[config.mk]
export PLATFORM = sky130hd
export DESIGN_NAME = execute_cycle
export DESIGN_NICKNAME = d
export VERILOG_FILES = /design/src/rtl/riscv_pkg.sv /design/src/rtl/execute_cycle_alu.sv /design/src/rtl/execute_cycle.sv
export SDC_FILE = /design/constraint.sdc
export NUM_CORES = 1
export LEC_CHECK = 0
export BUFFER_PORTS_ARGS = -buffer_cell sky130_fd_sc_hd__buf_2
export CAP_MARGIN = 20
export CORE_MARGIN = 5
export CORE_UTILIZATION = 35
export CTS_BUF_LIST = sky130_fd_sc_hd__clkbuf_8
export DETAILED_ROUTE_END_ITERATION = 10
export GPL_TIMING_DRIVEN = 0
export PLACE_DENSITY = 0.55
export REMOVE_ABC_BUFFERS = 1
export SLEW_MARGIN = 5
export SYNTH_ARGS = -nofsm -noshare
export SYNTH_HDL_FRONTEND = slang
export SYNTH_SLANG_ARGS = --single-unit
export TNS_END_PERCENT = 100
[constraint.sdc]
create_clock -name clk -period 4.9 [get_ports clk]
set_input_delay 0.245 -clock clk [delete_from_list [all_inputs] [get_ports clk]]
set_output_delay 0.245 -clock clk [all_outputs]
set_load 0.02 [all_outputs]
[src/rtl/riscv_pkg.sv]
// riscv_pkg: shared encodings for the RV32I execute stage.
package riscv_pkg;
    localparam logic [2:0] ALU_ADD = 3'b000;
    localparam logic [2:0] ALU_SUB = 3'b001;
    localparam logic [2:0] ALU_AND = 3'b010;
    localparam logic [2:0] ALU_OR  = 3'b011;
    localparam logic [2:0] ALU_XOR = 3'b100;
    localparam logic [2:0] ALU_SLT = 3'b101;

    localparam logic [1:0] FWD_RF  = 2'b00;
    localparam logic [1:0] FWD_WB  = 2'b01;
    localparam logic [1:0] FWD_MEM = 2'b10;

    localparam logic [1:0] RES_ALU = 2'b00;
    localparam logic [1:0] RES_MEM = 2'b01;
    localparam logic [1:0] RES_PC4 = 2'b10;

    localparam logic [2:0] F3_BEQ  = 3'b000;
    localparam logic [2:0] F3_BNE  = 3'b001;
    localparam logic [2:0] F3_BLT  = 3'b100;
    localparam logic [2:0] F3_BGE  = 3'b101;
    localparam logic [2:0] F3_BLTU = 3'b110;
    localparam logic [2:0] F3_BGEU = 3'b111;
endpackage

[src/rtl/execute_cycle_alu.sv]
// alu: combinational RV32I ALU; undefined op codes yield zero.
module alu
    import riscv_pkg::*;
#(
    parameter int XLEN = 32
) (
    input  logic [XLEN-1:0] SrcA,
    input  logic [XLEN-1:0] SrcB,
    input  logic [2:0]      ALUControl,
    output logic [XLEN-1:0] ALUResult,
    output logic            Zero
);
    logic w_slt;

    always_comb begin
        w_slt     = $signed(SrcA) < $signed(SrcB);
        ALUResult = ALUControl == ALU_ADD ? SrcA + SrcB :
                    ALUControl == ALU_SUB ? SrcA - SrcB :
                    ALUControl == ALU_AND ? SrcA & SrcB :
                    ALUControl == ALU_OR  ? SrcA | SrcB :
                    ALUControl == ALU_XOR ? SrcA ^ SrcB :
                    ALUControl == ALU_SLT ? {{(XLEN-1){1'b0}}, w_slt} : '0;
        Zero      = ALUResult == '0;
    end
endmodule

[src/rtl/execute_cycle.sv]
// execute_cycle: RV32I EX stage - operand forwarding, ALU, branch/jump
// resolution and the EX/MEM pipeline register.
module execute_cycle
    import riscv_pkg::*;
#(
    parameter int XLEN = 32
) (
    input  logic            clk,
    input  logic            rst,
    input  logic [XLEN-1:0] RD1_E,
    input  logic [XLEN-1:0] RD2_E,
    input  logic [XLEN-1:0] ImmExtE,
    input  logic [XLEN-1:0] PCE,
    input  logic [XLEN-1:0] PCPlus4E,
    input  logic [31:0]     InstrE,
    input  logic [4:0]      RdE,
    input  logic            RegWriteE,
    input  logic            MemWriteE,
    input  logic            JumpE,
    input  logic            jalrE,
    input  logic            BranchE,
    input  logic            ALUSrcE,
    input  logic [2:0]      ALUControlE,
    input  logic [1:0]      ResultSrcE,
    input  logic [1:0]      ForwardAE,
    input  logic [1:0]      ForwardBE,
    input  logic [XLEN-1:0] ResultW,
    output logic            PCSrcE,
    output logic [XLEN-1:0] PCTargetE,
    output logic [XLEN-1:0] ALUResultM,
    output logic [XLEN-1:0] WriteDataM,
    output logic [XLEN-1:0] PCPlus4M,
    output logic [4:0]      RdM,
    output logic            RegWriteM,
    output logic            MemWriteM,
    output logic [1:0]      ResultSrcM
);
    logic [XLEN-1:0] r_alu_m, r_wd_m, r_pc4_m;
    logic [4:0]      r_rd_m;
    logic            r_rw_m, r_mw_m;
    logic [1:0]      r_rs_m;

    logic [XLEN-1:0] w_src_a, w_fwd_b, w_src_b, w_alu_res;
    logic [2:0]      w_f3;
    logic            w_zero, w_taken;
    logic            w_unused;

    // The MEM-stage forward taps the registered result, so there is no loop through the ALU.
    always_comb begin
        w_src_a = ForwardAE == FWD_WB ? ResultW : ForwardAE == FWD_MEM ? r_alu_m : RD1_E;
        w_fwd_b = ForwardBE == FWD_WB ? ResultW : ForwardBE == FWD_MEM ? r_alu_m : RD2_E;
        w_src_b = ALUSrcE ? ImmExtE : w_fwd_b;
        w_f3    = InstrE[14:12];
        w_taken = w_f3 == F3_BEQ  ? w_src_a == w_fwd_b :
                  w_f3 == F3_BNE  ? w_src_a != w_fwd_b :
                  w_f3 == F3_BLT  ? $signed(w_src_a) <  $signed(w_fwd_b) :
                  w_f3 == F3_BGE  ? $signed(w_src_a) >= $signed(w_fwd_b) :
                  w_f3 == F3_BLTU ? w_src_a <  w_fwd_b :
                  w_f3 == F3_BGEU ? w_src_a >= w_fwd_b : 1'b0;
        PCSrcE    = JumpE | (BranchE & w_taken);
        PCTargetE = jalrE ? ((w_src_a + ImmExtE) & ~{{(XLEN-1){1'b0}}, 1'b1}) : PCE + ImmExtE;
    end

    alu #(.XLEN(XLEN)) u_alu (
        .SrcA       (w_src_a),
        .SrcB       (w_src_b),
        .ALUControl (ALUControlE),
        .ALUResult  (w_alu_res),
        .Zero       (w_zero)
    );

    always_ff @(posedge clk or negedge rst) begin
        if (!rst) begin
            r_alu_m <= '0;
            r_wd_m  <= '0;
            r_pc4_m <= '0;
            r_rd_m  <= '0;
            r_rw_m  <= 1'b0;
            r_mw_m  <= 1'b0;
            r_rs_m  <= '0;
        end else begin
            r_alu_m <= w_alu_res;
            r_wd_m  <= w_fwd_b;
            r_pc4_m <= PCPlus4E;
            r_rd_m  <= RdE;
            r_rw_m  <= RegWriteE;
            r_mw_m  <= MemWriteE;
            r_rs_m  <= ResultSrcE;
        end
    end

    assign ALUResultM = r_alu_m;
    assign WriteDataM = r_wd_m;
    assign PCPlus4M   = r_pc4_m;
    assign RdM        = r_rd_m;
    assign RegWriteM  = r_rw_m;
    assign MemWriteM  = r_mw_m;
    assign ResultSrcM = r_rs_m;
    assign w_unused   = &{1'b0, InstrE[31:15], InstrE[11:0], w_zero};
endmodule

* Yosys cells after proc, flatten, opt, wreduce, memory -nomap -nowiden
Index checks and enable logic that the tools add are counted. Widths: inputs -> output; s select.
Storage, ports and cells: register bits 105, output and inout port bits 138, logic and storage cells 57
Operators by class: add/sub/neg operators 4, $lt $le $gt $ge 5, equality and inequality tests 16, multiplexer cells 18, bitwise gates (word level) 5, reduce and logical (&&, ||, !) cells 2
Operators by type and width (count):
- $mux 32 | 11
- $add 32x32->32 | 3
- $lt 32x32->1 | 3
- $ge 32x32->1 | 2
- $and 32x32->32 | 1
- $eq 32x32->1 | 1
- $ne 32x32->1 | 1
- $or 32x32->32 | 1
- $sub 32x32->32 | 1
- $xor 32x32->32 | 1
- $eq 3x3->1 const B | 6
- $mux 1 | 7
- $eq 3x1->1 const B | 2
- $eq 3x2->1 const B | 2
- $logic_not 3->1 | 2
- $eq 2x1->1 const B | 2
- $eq 2x2->1 const B | 2
- $and 1x1->1 | 1
- $or 1x1->1 | 1

* Longest topological paths before layout
word-level depth 12, gate-level depth with buffers 19

* Hierarchy
From an unflattened synthesis, not the netlist that was laid out.
Unflattened totals: cell total of the unflattened synthesis 1983, area, all modules 15258.4 um2
Modules (own cells, without submodules):
- execute_cycle | times used 1, cells an instance 1100, area each 9401.5 um2
- alu | times used 1, cells an instance 883, area each 5856.9 um2

* Worst setup path after synthesis
Ideal clock, no wire load.
path kind input to output, from in ForwardAE[1], to out PCTargetE[31], arrival time 4.151 ns, required time 4.655 ns, slack 0.504 ns, stages on the path 17, buffers on the path 3, cells stage by stage buf_4 clkbuf_1 clkbuf_1 mux2i_1 nand2_1 o21a_1 ha_1 o21ai_0 a221oi_1 o211ai_1 or3_1 nand3_1 a41oi_1 o21ai_1 mux2_2 a2bb2oi_1 xnor2_1
On the way: cells in the longest elaborated chain, start to end 5
Ends and longest elaborated chain:
- from (decl) | RTL line execute_cycle.sv:25 | input logic [1:0] ForwardAE,
- $eq 2x2->1 | RTL line execute_cycle.sv:50 | w_src_a = ForwardAE == FWD_WB ? ResultW : ForwardAE == FWD_MEM ? r_alu_m : RD1_E;
- $mux 32 | RTL line execute_cycle.sv:50
- $mux 32 * | RTL line execute_cycle.sv:50
- $add 32x32->32 * | RTL line execute_cycle.sv:61 | PCTargetE = jalrE ? ((w_src_a + ImmExtE) & ~{{(XLEN-1){1'b0}}, 1'b1}) : PCE + ImmExtE;
- $mux 32 * | RTL line execute_cycle.sv:61
- to (decl) | RTL line execute_cycle.sv:29 | output logic [XLEN-1:0] PCTargetE,
Every way passes the cells marked *; elsewhere a longest branch is shown, timed or not.

* Worst setup path in the final report
from in ForwardBE[1], to out PCSrcE
On the way: cells in the longest elaborated chain, start to end 12
Ends and longest elaborated chain:
- from (decl) | RTL line execute_cycle.sv:26 | input logic [1:0] ForwardBE,
- $eq 2x2->1 | RTL line execute_cycle.sv:51 | w_fwd_b = ForwardBE == FWD_WB ? ResultW : ForwardBE == FWD_MEM ? r_alu_m : RD2_E;
- $mux 32 | RTL line execute_cycle.sv:51
- $mux 32 * | RTL line execute_cycle.sv:51
- $ge 32x32->1 | RTL line execute_cycle.sv:59 | w_f3 == F3_BGEU ? w_src_a >= w_fwd_b : 1'b0;
- $mux 1 | RTL line execute_cycle.sv:59
- $mux 1 | RTL line execute_cycle.sv:58 | w_f3 == F3_BLTU ? w_src_a < w_fwd_b :
- $mux 1 | RTL line execute_cycle.sv:57 | w_f3 == F3_BGE ? $signed(w_src_a) >= $signed(w_fwd_b) :
- $mux 1 | RTL line execute_cycle.sv:56 | w_f3 == F3_BLT ? $signed(w_src_a) < $signed(w_fwd_b) :
- $mux 1 | RTL line execute_cycle.sv:55 | w_f3 == F3_BNE ? w_src_a != w_fwd_b :
- $mux 1 * | RTL line execute_cycle.sv:54 | w_taken = w_f3 == F3_BEQ ? w_src_a == w_fwd_b :
- $and 1x1->1 * | RTL line execute_cycle.sv:60 | PCSrcE = JumpE | (BranchE & w_taken);
- $or 1x1->1 * | RTL line execute_cycle.sv:60
- to (decl) | RTL line execute_cycle.sv:28 | output logic PCSrcE,
Marks and branches as above.

==> impl_metrics.toml <==
[outcome]
status = "finished clean"

[grt]
grt_max_degree = 70
grt_first_pass_wirelength_um = 81600
overflow = 0
grt_pass1_vias = 14200
track_usage_pct = 23.4
antenna_found_initial = 6

[synth]
ys_types = 96
synth_flop_cell = "dfrtp_1"
synthArstFlopShare_pct = 100
yosysWarnings = 0
synth_seq_cells = 105
synth-edff-count = 0
synth-seq-area-share_pct = 19.1
netlist_instances = 1755
synthesis.area_um2 = 13800
synth.avg_cell_area_um2 = 7.85

[route]
drcViolationCount = 0
firstDrtPassIters = 5
wl_per_cell_um = 20.4
vias = 14400
viasPerCell = 5.52
ant_nets = 0
wl_um = 53300
drtIter0Drc = 1034

[setup_path]
crit_type = "input pin to output port"
path_max_fanout = 17
crit_required_ns = 4.66
worstSetupStartpointType = "input pin"
cp-end-kind = "output port"
arrival_ns = 4.44

[cts]
clock_path_buffers = 2
clk_pin_slew_worst_paths_ns = 0.12
numClockSinks = 105
clk_latency_ns = 0.45
cts_setup_buffers = 0
h-tree-depth = 3
cts_tree = "built"
cts-root-buf = "clkbuf_8"
cts_buffers = 9

[power]
ir_drop_mv = 0.120
p_sw_mw = 2.34
p_clk_share_pct = 13.4
p_comb_share_pct = 64.3
pwr-share-seq_pct = 22.3
powerDensity_nw_per_um2 = 282
sw_frac_of_total_pct = 49.2
p_int_mw = 2.42
p_leak_nw = 8.16

[sta]
holdWs_ns = 0.116
slew_headroom_pct = 24.8
final_max_slew_viol_count = 0
rsz0062_at_grt = "no"
skew_ns = 0.0289
fin_crit_sh_pct = 95.7
tightest_slew_ns = 1.12
final.setup.tns_ns = 0
max_freq_mhz = 213
final_hold_viol_count = 0
fin_crit_ns = 4.69
setup_violations = 0

[floorplan]
die_area_um2 = 43400
io_pins = 384
initial_core_util_pct = 35.5
fp.dieW_um = 208
num_rows = 72
core_um2 = 38800
die_h_um = 208

[cells_and_area]
syn_to_final_growth_pct = 22.2
layout.nets = 2529
final_area_um2 = 16800
drive_above_1_share_pct = 22.2
final_cell_mix = "buf_2 (352), ha_1 (188), nand2_1 (164), inv_1 (152), a21oi_1 (149)"
fin_cells = 2619
fin_util_pct = 43.4
final_common_cell = "buf_2"

[min_path]
hp-class = "input pin to flop"

[run]
drv_cap = 0

[placed_design]
place_inst = 2555
port_buffers = 354
gp_congestion = 0.919
detailed_place_hpwl_um = 42400
place_area_um2 = 16100
what timing repair did:
item | CTS | global route
endpoints found under the setup margin | 4 | 3
gates resized for setup | 3 | 4
hold buffers | 42 | 0
endpoints found under the hold margin | 83 | 0
worst max-delay path, cell delays in order:
cell      delay, ns
buf_2          0.17
xor2_4         0.56
o21ai_0        0.50
ha_1           0.46
and4_1         0.23
a221oi_2       0.52
nor2_1         0.13
a211o_1        0.33
a211oi_1       0.41
mux2i_1        0.28
mux2i_1        0.20
nand3b_1       0.08
a21o_1         0.15
buf_2          0.15
cell families (layout without fill, tap and decap cells):
kind of cell	after synthesis	count (layout)	share of synthesized area, %
AND/OR/NAND/NOR	431	431	14.8
multiplexers	79	79	6.11
XOR/XNOR	59	59	3.75
flip-flops	105	105	19.1
AO/OA/AOI/OAI	652	652	31.8
adder cells (fa/ha/maj)	193	193	17.7
buffers and inverters	236	577	6.78
other	0	5	0
per-stage QoR:
stage          power [mW]  worst slack, ns
2_1_floorplan        3.09            0.520
3_3_place_gp         4.01            -2.43
3_5_place_dp         4.06           -0.176
4_1_cts              4.76           0.0422
5_1_grt              5.12           0.0168
6_report             4.76            0.213
power groups by stage:
stage               logic (mW)  registers, mW  clock network, mW
floorplan                 1.88           1.21                  0
detailed placement        2.98           1.08                  0
CTS                       3.03           1.06              0.663
global placement          2.94           1.08                  0
global route              3.36           1.08              0.684
finish                    3.06           1.06              0.636
state kept, by name, indices dropped and copies added (netlist names):
register and cells:
RegWriteM 1, RdM 5, MemWriteM 1, PCPlus4M 32, WriteDataM 32, ALUResultM 32
ResultSrcM 2
per-layer routing:
| metal | vias to the layer above | part of all wire, % | global-route usage [%] |
|---|---|---|---|
| met1 | 6870 | 46 | 31.9 |
| li1 | 7051 | - | - |
| met2 | 457 | 45 | 37.9 |
| met3 | 66 | 6.1 | 3.69 |
| met5 | - | 0.024 | 0 |
| met4 | 2 | 2.5 | 7.57 |
layout make-up:
| cell class | instances | area, um2 |
|---|---|---|
| repair buffers | 409 | 2480 |
| diodes | 5 | 12.5 |
| clock buffers | 9 | 124 |
| fillers | 4008 | 22000 |
| flip-flops and latches | 105 | 2630 |
| clock inverters | 7 | 87.6 |
| multi-input cells | 1414 | 10300 |
| well taps | 518 | 648 |
| inverters | 152 | 571 |
Yosys cell counts (all sizes together) (4+ instances only):
cell type,number,area [um2]
o22a,35,307
and4,7,63.8
nand2b,25,156
o21ai,148,748
and3,5,31.3
nor2b,17,106
a31oi,8,56.3
o22ai,36,225
inv,152,571
o211ai,17,133
a22oi,7,52.6
xor2,24,210
o21a,77,578
o21bai,21,161
clkbuf,65,255
xnor2,35,307
and2,8,50.1
o311ai,4,35.0
or2,6,37.5
or3,10,63.8
dfrtp,105,2630
o31ai,6,45.0
nand2,164,616
a21o,44,337
o221a,4,45.0
a21boi,4,33.8
nor4,7,58.8
a221oi,11,103
a211oi,26,195
nand3,27,135
a21oi,150,754
nand4,10,62.6
a211o,6,53.8
fa,4,80.1
mux2i,47,470
a41oi,4,61.3
ha,188,2350
nor2,104,390
nand3b,6,45.0
nor3,24,120
mux2,31,349
o221ai,8,100
buf,19,109
worst paths after layout:
check	startpoint	to	slack [ns]	cells past startpoint
worst max-delay path	ForwardBE[1]	PCSrcE	0.21	14
min in group asynchronous	rst	WriteDataM[1]	0.29	2
max in group asynchronous	rst	PCPlus4M[29]	3.87	3
worst max register to register	ALUResultM[0]	ALUResultM[0]	0.52	17
worst min register to register	ALUResultM[2]	WriteDataM[2]	0.77	2
worst min-delay path	RD2_E[0]	WriteDataM[0]	0.12	3
No activity file was read; power rests on OpenSTA's default activity.
